--- config.mk ---
export PLATFORM = sky130hd
export DESIGN_NAME = button_event_ctrl
export DESIGN_NICKNAME = d
export VERILOG_FILES = /design/src/rtl/btn_pkg.sv /design/src/rtl/btn_debounce.sv /design/src/rtl/button_event_ctrl.sv
export SDC_FILE = /design/constraint.sdc
export NUM_CORES = 1
export LEC_CHECK = 0
export CORE_MARGIN = 2
export CORE_UTILIZATION = 64
export CTS_CLUSTER_DIAMETER = 80
export DETAILED_ROUTE_END_ITERATION = 8
export DONT_BUFFER_PORTS = 1
export PLACE_DENSITY = 0.83
export SLEW_MARGIN = 10
export SYNTH_ARGS = -nofsm -noshare
export SYNTH_HDL_FRONTEND = slang
export SYNTH_SLANG_ARGS = --single-unit
--- constraint.sdc ---
create_clock -name clock -period 3.55 [get_ports clock]
set_input_delay 0.71 -clock clock [delete_from_list [all_inputs] [get_ports clock]]
set_output_delay 0.71 -clock clock [all_outputs]
set_load 0.02 [all_outputs]
--- src/rtl/btn_pkg.sv ---
// Shared constants for the button event controller: colour codes, read-word
// bit positions and the lockout FSM state encoding.
package btn_pkg;

    localparam logic [1:0] BTN_RED    = 2'b00;
    localparam logic [1:0] BTN_BLUE   = 2'b01;
    localparam logic [1:0] BTN_GREEN  = 2'b10;
    localparam logic [1:0] BTN_YELLOW = 2'b11;

    localparam int unsigned RW_VALID    = 0;
    localparam int unsigned RW_COLOR_LO = 1;
    localparam int unsigned RW_COLOR_HI = 2;
    localparam int unsigned RW_OVF      = 3;

    typedef enum logic {
        LK_IDLE    = 1'b0,
        LK_LOCKOUT = 1'b1
    } lock_state_e;

endpackage

--- src/rtl/btn_debounce.sv ---
// One button channel: 2-FF synchronizer, consecutive-cycle debounce counter
// and a single-cycle pulse on each 0->1 transition of the debounced level.
module btn_debounce #(
    parameter int unsigned DEBOUNCE_CYCLES = 500000
) (
    input  logic clock,
    input  logic resetn,
    input  logic raw_i,
    output logic press_o
);

    localparam int unsigned CW = $clog2(DEBOUNCE_CYCLES + 1);
    localparam logic [CW-1:0] CNT_LAST = CW'(DEBOUNCE_CYCLES - 1);

    logic          sync1_q, sync2_q;
    logic          stable_q, stable_d;
    logic          prev_q;
    logic [CW-1:0] cnt_q, cnt_d;

    // The level flips on the edge that completes the Nth disagreeing cycle.
    always_comb begin
        stable_d = stable_q;
        cnt_d    = '0;
        if (sync2_q != stable_q) begin
            if (cnt_q == CNT_LAST) begin
                stable_d = sync2_q;
            end else begin
                cnt_d = cnt_q + CW'(1);
            end
        end
    end

    always_ff @(posedge clock or negedge resetn) begin
        if (!resetn) begin
            sync1_q  <= 1'b0;
            sync2_q  <= 1'b0;
            stable_q <= 1'b0;
            prev_q   <= 1'b0;
            cnt_q    <= '0;
        end else begin
            sync1_q  <= raw_i;
            sync2_q  <= sync1_q;
            stable_q <= stable_d;
            prev_q   <= stable_q;
            cnt_q    <= cnt_d;
        end
    end

    assign press_o = stable_q & ~prev_q;

endmodule

--- src/rtl/button_event_ctrl.sv ---
// Four-button input controller: debounce, fixed-priority arbitration, post-press
// lockout and an event FIFO drained by poll_button. Optional BTN_OVERFLOW_FLAG_EN.
module button_event_ctrl
    import btn_pkg::*;
#(
    parameter int unsigned DEBOUNCE_CYCLES = 500000,
    parameter int unsigned LOCKOUT_CYCLES  = 25000000,
    parameter int unsigned FIFO_DEPTH      = 4
) (
    input  logic        clock,
    input  logic        resetn,
    input  logic        red_button,
    input  logic        blue_button,
    input  logic        green_button,
    input  logic        yellow_button,
    input  logic        poll_button,
    output logic [31:0] button_out,
    output logic        pending
);

    localparam int unsigned PW = $clog2(FIFO_DEPTH);
    localparam int unsigned LW = $clog2(LOCKOUT_CYCLES + 1);
    localparam logic [PW:0]   FULL_COUNT = (PW+1)'(FIFO_DEPTH);
    localparam logic [LW-1:0] LK_LOAD    = LW'(LOCKOUT_CYCLES - 1);

    logic [3:0] raw;
    logic [3:0] press;

    assign raw = {yellow_button, green_button, blue_button, red_button};

    // Channel index equals the colour code.
    generate
        for (genvar gi = 0; gi < 4; gi++) begin : g_chan
            btn_debounce #(
                .DEBOUNCE_CYCLES(DEBOUNCE_CYCLES)
            ) u_debounce (
                .clock  (clock),
                .resetn (resetn),
                .raw_i  (raw[gi]),
                .press_o(press[gi])
            );
        end
    endgenerate

    logic       any_press;
    logic [1:0] sel_color;

    always_comb begin
        any_press = |press;
        sel_color = BTN_YELLOW;
        if (press[2]) sel_color = BTN_GREEN;
        if (press[1]) sel_color = BTN_BLUE;
        if (press[0]) sel_color = BTN_RED;
    end

    lock_state_e   state_q, state_d;
    logic [LW-1:0] lk_cnt_q, lk_cnt_d;
    logic          push_req;

    always_comb begin
        state_d  = state_q;
        lk_cnt_d = lk_cnt_q;
        push_req = 1'b0;
        case (state_q)
            LK_IDLE: begin
                if (any_press) begin
                    push_req = 1'b1;
                    lk_cnt_d = LK_LOAD;
                    state_d  = LK_LOCKOUT;
                end
            end
            LK_LOCKOUT: begin
                if (lk_cnt_q == '0) begin
                    state_d = LK_IDLE;
                end else begin
                    lk_cnt_d = lk_cnt_q - LW'(1);
                end
            end
            default: state_d = LK_IDLE;
        endcase
    end

    logic [1:0]    mem_q [FIFO_DEPTH];
    logic [PW-1:0] wptr_q, rptr_q;
    logic [PW:0]   count_q, count_d;
    logic          full, pop, push;

    // A full FIFO still accepts a push when the head leaves in the same cycle.
    always_comb begin
        full    = (count_q == FULL_COUNT);
        pop     = poll_button && (count_q != '0);
        push    = push_req && (!full || pop);
        count_d = count_q;
        if (push && !pop) count_d = count_q + (PW+1)'(1);
        if (pop && !push) count_d = count_q - (PW+1)'(1);
    end

`ifdef BTN_OVERFLOW_FLAG_EN
    logic ovf_q, ovf_d;

    always_comb begin
        ovf_d = ovf_q;
        if (pop) ovf_d = 1'b0;
        if (push_req && !push) ovf_d = 1'b1;
    end
`endif

    always_ff @(posedge clock or negedge resetn) begin
        if (!resetn) begin
            state_q  <= LK_IDLE;
            lk_cnt_q <= '0;
            wptr_q   <= '0;
            rptr_q   <= '0;
            count_q  <= '0;
`ifdef BTN_OVERFLOW_FLAG_EN
            ovf_q    <= 1'b0;
`endif
        end else begin
            state_q  <= state_d;
            lk_cnt_q <= lk_cnt_d;
            count_q  <= count_d;
            if (push) wptr_q <= wptr_q + PW'(1);
            if (pop)  rptr_q <= rptr_q + PW'(1);
`ifdef BTN_OVERFLOW_FLAG_EN
            ovf_q    <= ovf_d;
`endif
        end
    end

    // Storage needs no reset: only entries between the pointers are ever read.
    always_ff @(posedge clock) begin
        if (push) mem_q[wptr_q] <= sel_color;
    end

    always_comb begin
        button_out = 32'd0;
        if (pop) begin
            button_out[RW_VALID]                = 1'b1;
            button_out[RW_COLOR_HI:RW_COLOR_LO] = mem_q[rptr_q];
`ifdef BTN_OVERFLOW_FLAG_EN
            button_out[RW_OVF]                  = ovf_q;
`endif
        end
    end

    assign pending = (count_q != '0);

endmodule
* Word level (Yosys, flattened, before mapping)
Memory sizes are Yosys's and may differ from the RTL's.
Cells that the tools add are included.
** Word-level totals
- Register bits :: 125
- RAM bits :: 8
- Memories :: 1
** Memories
- mem_q :: depth 4, bits a word 2, read ports 1, clocked after Yosys merged registers in 0, write ports 1, RTL line button_event_ctrl.sv:83 : logic [1:0] mem_q [FIFO_DEPTH];
** Cells by class
- Add/sub/neg operators :: 9
- Equality and inequality tests :: 11
- Multiplexer cells :: 23
- Bitwise gates (word level) :: 9
- Reductions and logical operators :: 17
** Operators by type and width (number)
- $mux 19 :: 8
- $add 19x1->19 const B :: 4
- $eq 19x19->1 const B :: 4
- $mux 25 :: 2
- $pmux 25 s2 :: 1
- $logic_not 25->1 :: 1
- $sub 25x1->25 const B :: 1
- $reduce_and 2->1 :: 5
- $mux 3 :: 3
- $mux 1 :: 6
- $not 1->1 :: 5
- $add 2x1->2 const B :: 2
- $and 1x1->1 :: 4
- $logic_and 1x1->1 :: 4
- $mux 2 :: 2
- $ne 1x1->1 :: 4
- $ne 2x2->1 const B :: 2
- $reduce_or 4->1 :: 1
- $add 3x1->3 const B :: 1
- $eq 3x3->1 const B :: 1
- $logic_not 1->1 :: 3
- $reduce_bool 3->1 :: 1
- $sub 3x1->3 const B :: 1
- $pmux 1 s2 :: 1
- other kinds (2) :: 2

* Longest topological paths before layout
- Word-level depth :: 9
- Gate-level depth with buffers :: 9
- Depth with buffers taken out :: 7

* By module
From an unflattened synthesis, not the netlist that was laid out.
** Second synthesis, totals
- Cell total of the unflattened synthesis :: 668
- Area, all modules :: 6884.1 µm²
** By module, submodules not included
- btn_debounce :: cells an instance 107, area an instance 1111.1 µm², times used 4, seq. area each 575.6 µm²
- button_event_ctrl :: cells an instance 240, area an instance 2439.8 µm², times used 1, seq. area each 1066.0 µm²

* Worst setup path before layout
Ideal clock, no wire load.
- Kind :: flip-flop to flip-flop
- Start point :: register g_chan[0].u_debounce.stable_q
- End point :: register count_q[2]
- Setup time :: 0.126 ns
- Data required time :: 3.424 ns
- Setup slack :: 0.649 ns
- Stages on the path, launching flop included :: 9
- Data arrival time :: 2.774 ns
- Cell sequence :: dfrtp_1 nor2b_1 o41ai_4 buf_6 clkbuf_1 nand2_1 fa_1 or3_1 a311o_1
** Between the ends
- Word-level cells in the longest chain between the ends :: 8
** RTL lines
- start, declared :: RTL line btn_debounce.sv:16 : logic stable_q, stable_d;
- start signal, assigned :: RTL line btn_debounce.sv:43 : stable_q <= stable_d;
- $and 1x1->1 * :: RTL line btn_debounce.sv:49 : assign press_o = stable_q & ~prev_q;
- $reduce_or 4->1 * :: RTL line button_event_ctrl.sv:49 : any_press = |press;
- $mux 1 * :: RTL line button_event_ctrl.sv:66 : if (any_press) begin
- $mux 1 * :: RTL line button_event_ctrl.sv:64 : case (state_q)
- $logic_and 1x1->1 * :: RTL line button_event_ctrl.sv:92 : push = push_req && (!full || pop);
- $logic_not 1->1 :: RTL line button_event_ctrl.sv:95 : if (pop && !push) count_d = count_q - (PW+1)'(1);
- $logic_and 1x1->1 :: RTL line button_event_ctrl.sv:95
- $mux 3 / $reduce_bool 2->1 (equally long branches)
- end signal, assigned :: RTL line button_event_ctrl.sv:121 : count_q <= count_d;
- end, declared :: RTL line button_event_ctrl.sv:85 : logic [PW:0] count_q, count_d;
Mark *: on every way between the ends. The rest lies on a longest branch, timed or not.
A chain may end at the register's enable or synchronous reset.

* Final worst setup path
- Start point :: register count_q[0]
- End point :: register count_q[2]
** Between the ends
- Word-level cells in the longest chain between the ends :: 7
** RTL lines
- $reduce_bool 3->1 *
- named net pending :: RTL line button_event_ctrl.sv:18 : output logic pending
- $logic_and 1x1->1 * :: RTL line button_event_ctrl.sv:91 : pop = poll_button && (count_q != '0);
- $logic_or 1x1->1 :: RTL line button_event_ctrl.sv:92
- $logic_and 1x1->1 :: RTL line button_event_ctrl.sv:92
- $logic_not 1->1 :: RTL line button_event_ctrl.sv:95
- $logic_and 1x1->1 :: RTL line button_event_ctrl.sv:95
- $mux 3 / $reduce_bool 2->1 (equally long branches)
The timed path passes the listed nets; every way through them passes the cells marked *. The select of a mux whose other input is x is not followed.

==> results.txt <==
Logic pwr share - 7.2%
# placed instances - 752
Library cells used by synthesis - 57
Initial antenna violation count - 0
Clock Power Share - 47.2%
Fin crit period - 2580 ps
Diode count - 0
Crit-path most repeated cell - or3_1
Buf+Inv Stages, Crit Path - 0
CTS Root Cell - clkbuf_8
Cell Count, Final, Fillers Out - 784
Die Wd - 105 um
CP Cell Sequence - or3_1, and2_1, nand2_1, fa_1, or3_1, a311o_1
Antenna Nets Post-Route - 0
Max-cap viol count - 0
Routed WL per cell - 15.0 um
Vias in the first global route - 4664
Switching Share - 23.7%
Register bit total from synthesis - 133
Final Routed Wirelength - 11.8 mm
P_sw - 0.000844 W
RD Place Congestion - 0.847
Die Y - 105 um
Die ar. - 11100 sq um
CTS buffer count - 17
Starting Density - 66.3%
Syn Inst Count - 634
Synth area leaders - dfrtp_1 (48%), xor2_1 (7.1%), nor2_1 (5.9%)
Io pins - 40
Setup-failing EPs final - 0
Mapped Area - 6550 sq um
Cell Area, Placed - 6530 sq um
TritonCTS clock tree - built
Bufs on Longest Clock Path - 2
Placement Setup Slack - 955 ps
RSZ-0062 raised after global routing - no
Post-Route Utilization - 72.3%
Power Density - 500 nW/um^2
Ys Warns - 0
Synth cell count leaders - dfrtp_1 (125), nor2_1 (103), xor2_1 (53), nand2_1 (44), nand3_1 (37)
Post-Route Setup TNS - 0 ps
GRT Util Overall - 23.3%
Register area - 3370 sq um
Clock-pin slew on the worst setup and hold paths - 60 ps
Most frequent cell after synthesis - dfrtp_1
R2R depth - 6
Nets@finish - 657
Vias - 4516
Max IR drop VDD - 0.369 mV
Avg Cell Area, Syn - 10.3 sq um
Static leakage - 3.17 nW
Largest net degree at the start of global routing - 126
Register area share after synthesis - 51.5%
Clk_lat worst skew - 530 ps
First-pass GRT wire length - 20.8 mm
CTS sink cnt - 133
Post-detail-place hpwl - 7.33 mm
Crit Path Category - reg2reg
Hold Vio Cnt, Final - 0
H-Tree Level Count - 4
Worst Tran Pin Value - 797 ps
CP Depth - 6
Vias per cell - 5.76
Area Overhead vs Synth - 8.97%
Fraction of registers with async set/reset - 94.0%
Multi-input logic area - 2930 sq um
Grt ovf - 0
Area share of the largest cell type after synthesis - 47.8%
CP max stage delay - 480 ps
Remaining DRCs - 0
Final worst slack - 966 ps
CP top delay family - simple AND/OR/NAND/NOR gates
Cell area after layout - 7130 sq um
Biggest area consumer among synthesized cells - dfrtp_1
1st-iter DRT viols - 231
Upper clock frequency limit - 387 MHz
Power share of the sequential group - 45.6%
Layout cells sized above 1 - 7.83%
Relative slew slack - 46.4%
Placeable Area - 9860 sq um
Filler Cells Inserted - 680
Outcome - finished clean
Int Power - 0.00272 W
Worst EP arrival - 2980 ps
Final period utilization - 72.8%
Drt pass-1 iters - 6
Setup crit start kind - flop
PostCTS Resize Cnt - 0
Synth Flop Type - dfrtp_1
Input/output buffers - 0
Worst Skew - 11.8 ps
Number of flops mapped to enable cells by yosys - 8
Worst hold path class - in2async
Std-Cell Rows - 36
CP Capture Type - flop
Required time worst endpoint - 3950 ps
Critical-path top delay cell - dfrtp_1
Critical path fanouts, max - 9
Max Slew Vio Count - 0
## through the flow
| step | hold slack [ps] | total power (W) |
|---|---|---|
| 6_report | 93.2 | 0.00357 |
| 5_1_grt | 181 | 0.00370 |
| 4_1_cts | 169 | 0.00359 |
| 3_5_place_dp | 359 | 0.00188 |
| 3_3_place_gp | 369 | 0.00186 |
| 2_1_floorplan | 331 | 0.00188 |
## flip-flops by register name, indices dropped and copies added, names as in the netlist
| register | cells |
|---|---|
| lk_cnt_q | 25 |
| g_chan.u_debounce.stable_q | 4 |
| count_q | 3 |
| wptr_q | 2 |
| g_chan.u_debounce.sync1_q | 4 |
| rptr_q | 2 |
| mem_q | 8 |
| g_chan.u_debounce.cnt_q | 76 |
| g_chan.u_debounce.sync2_q | 4 |
| state_q | 1 |
| g_chan.u_debounce.prev_q | 4 |
## layer usage
metal | GRT usage [%] | part of all wire (%) | vias to the layer above
met5 | 0 | 0 | -
met4 | 8.95 | 1.6 | 0
met3 | 7.24 | 4.5 | 22
met2 | 38.0 | 50 | 114
met1 | 29.0 | 44 | 2235
li1 | - | - | 2145
## path summary, 6_finish.rpt
kind	startpoint	end	slack (ps)
setup reg to reg	count_q[0]	count_q[2]	970
hold / removal	resetn	g_chan[1].u_debounce.cnt_q[14]	90
setup / recovery	count_q[0]	count_q[2]	970
hold reg to reg	g_chan[1].u_debounce.sync1_q	g_chan[1].u_debounce.sync2_q	360
min in group clock	red_button	g_chan[0].u_debounce.sync1_q	210
max in group asynchronous	resetn	g_chan[1].u_debounce.cnt_q[8]	2910
## logic make-up after synthesis
| logic type | Yosys count | share of synthesized area (%) |
|---|---|---|
| simple gates | 293 | 22.7 |
| flops | 133 | 51.5 |
| xor+xnor | 84 | 11.2 |
| buf+inv | 61 | 5.45 |
| compound gates | 40 | 4.68 |
| fa+ha+maj | 11 | 2.22 |
| mux | 11 | 2.16 |
| other cells | 1 | 0.0573 |
## repair_timing
action | 4_1_cts | 5_1_grt
hold buffers | 1 | 0
hold endpoints to repair | 125 | 0
setup buffers | 0 | 0
## cell type report
class,instances,area share [%]
timing repair buffer,2,0.491
clock inverter,9,1.40
tap,133,2.33
multi-input combinational,468,41.0
inverter,17,0.895
clock buffer,22,6.63
sequential,133,47.2
## power by group through the flow
stage | clock network, W | logic, W | registers [W]
floorplan | 0 | 0.000243 | 0.00163
global placement | 0 | 0.000214 | 0.00165
detailed placement | 0 | 0.000226 | 0.00165
CTS | 0.00171 | 0.000260 | 0.00163
global route | 0.00178 | 0.000288 | 0.00163
finish | 0.00168 | 0.000257 | 0.00163
## placed cells by master, fill, tap and decap left out, drive strengths merged, types with 2 or more instances in the layout
cell,n
or4,6
conb,29
nor3,14
o211ai,5
and2,6
ha,10
nand4b,2
mux2i,4
and4,5
o21ai,8
xnor2,31
nor4b,4
clkbuf,22
mux2,5
bufinv,2
edfxtp,8
nand2b,3
nor2,103
or3,7
clkinv,6
a21oi,9
buf,2
o2111ai,3
o31ai,9
dfrtp,125
nor2b,6
xor2,53
inv,18
nor4,11
and3,12
or2,4
mux4,2
nand4,25
nand3,37
nand2,44
No activity file was read; power rests on OpenSTA's default activity.
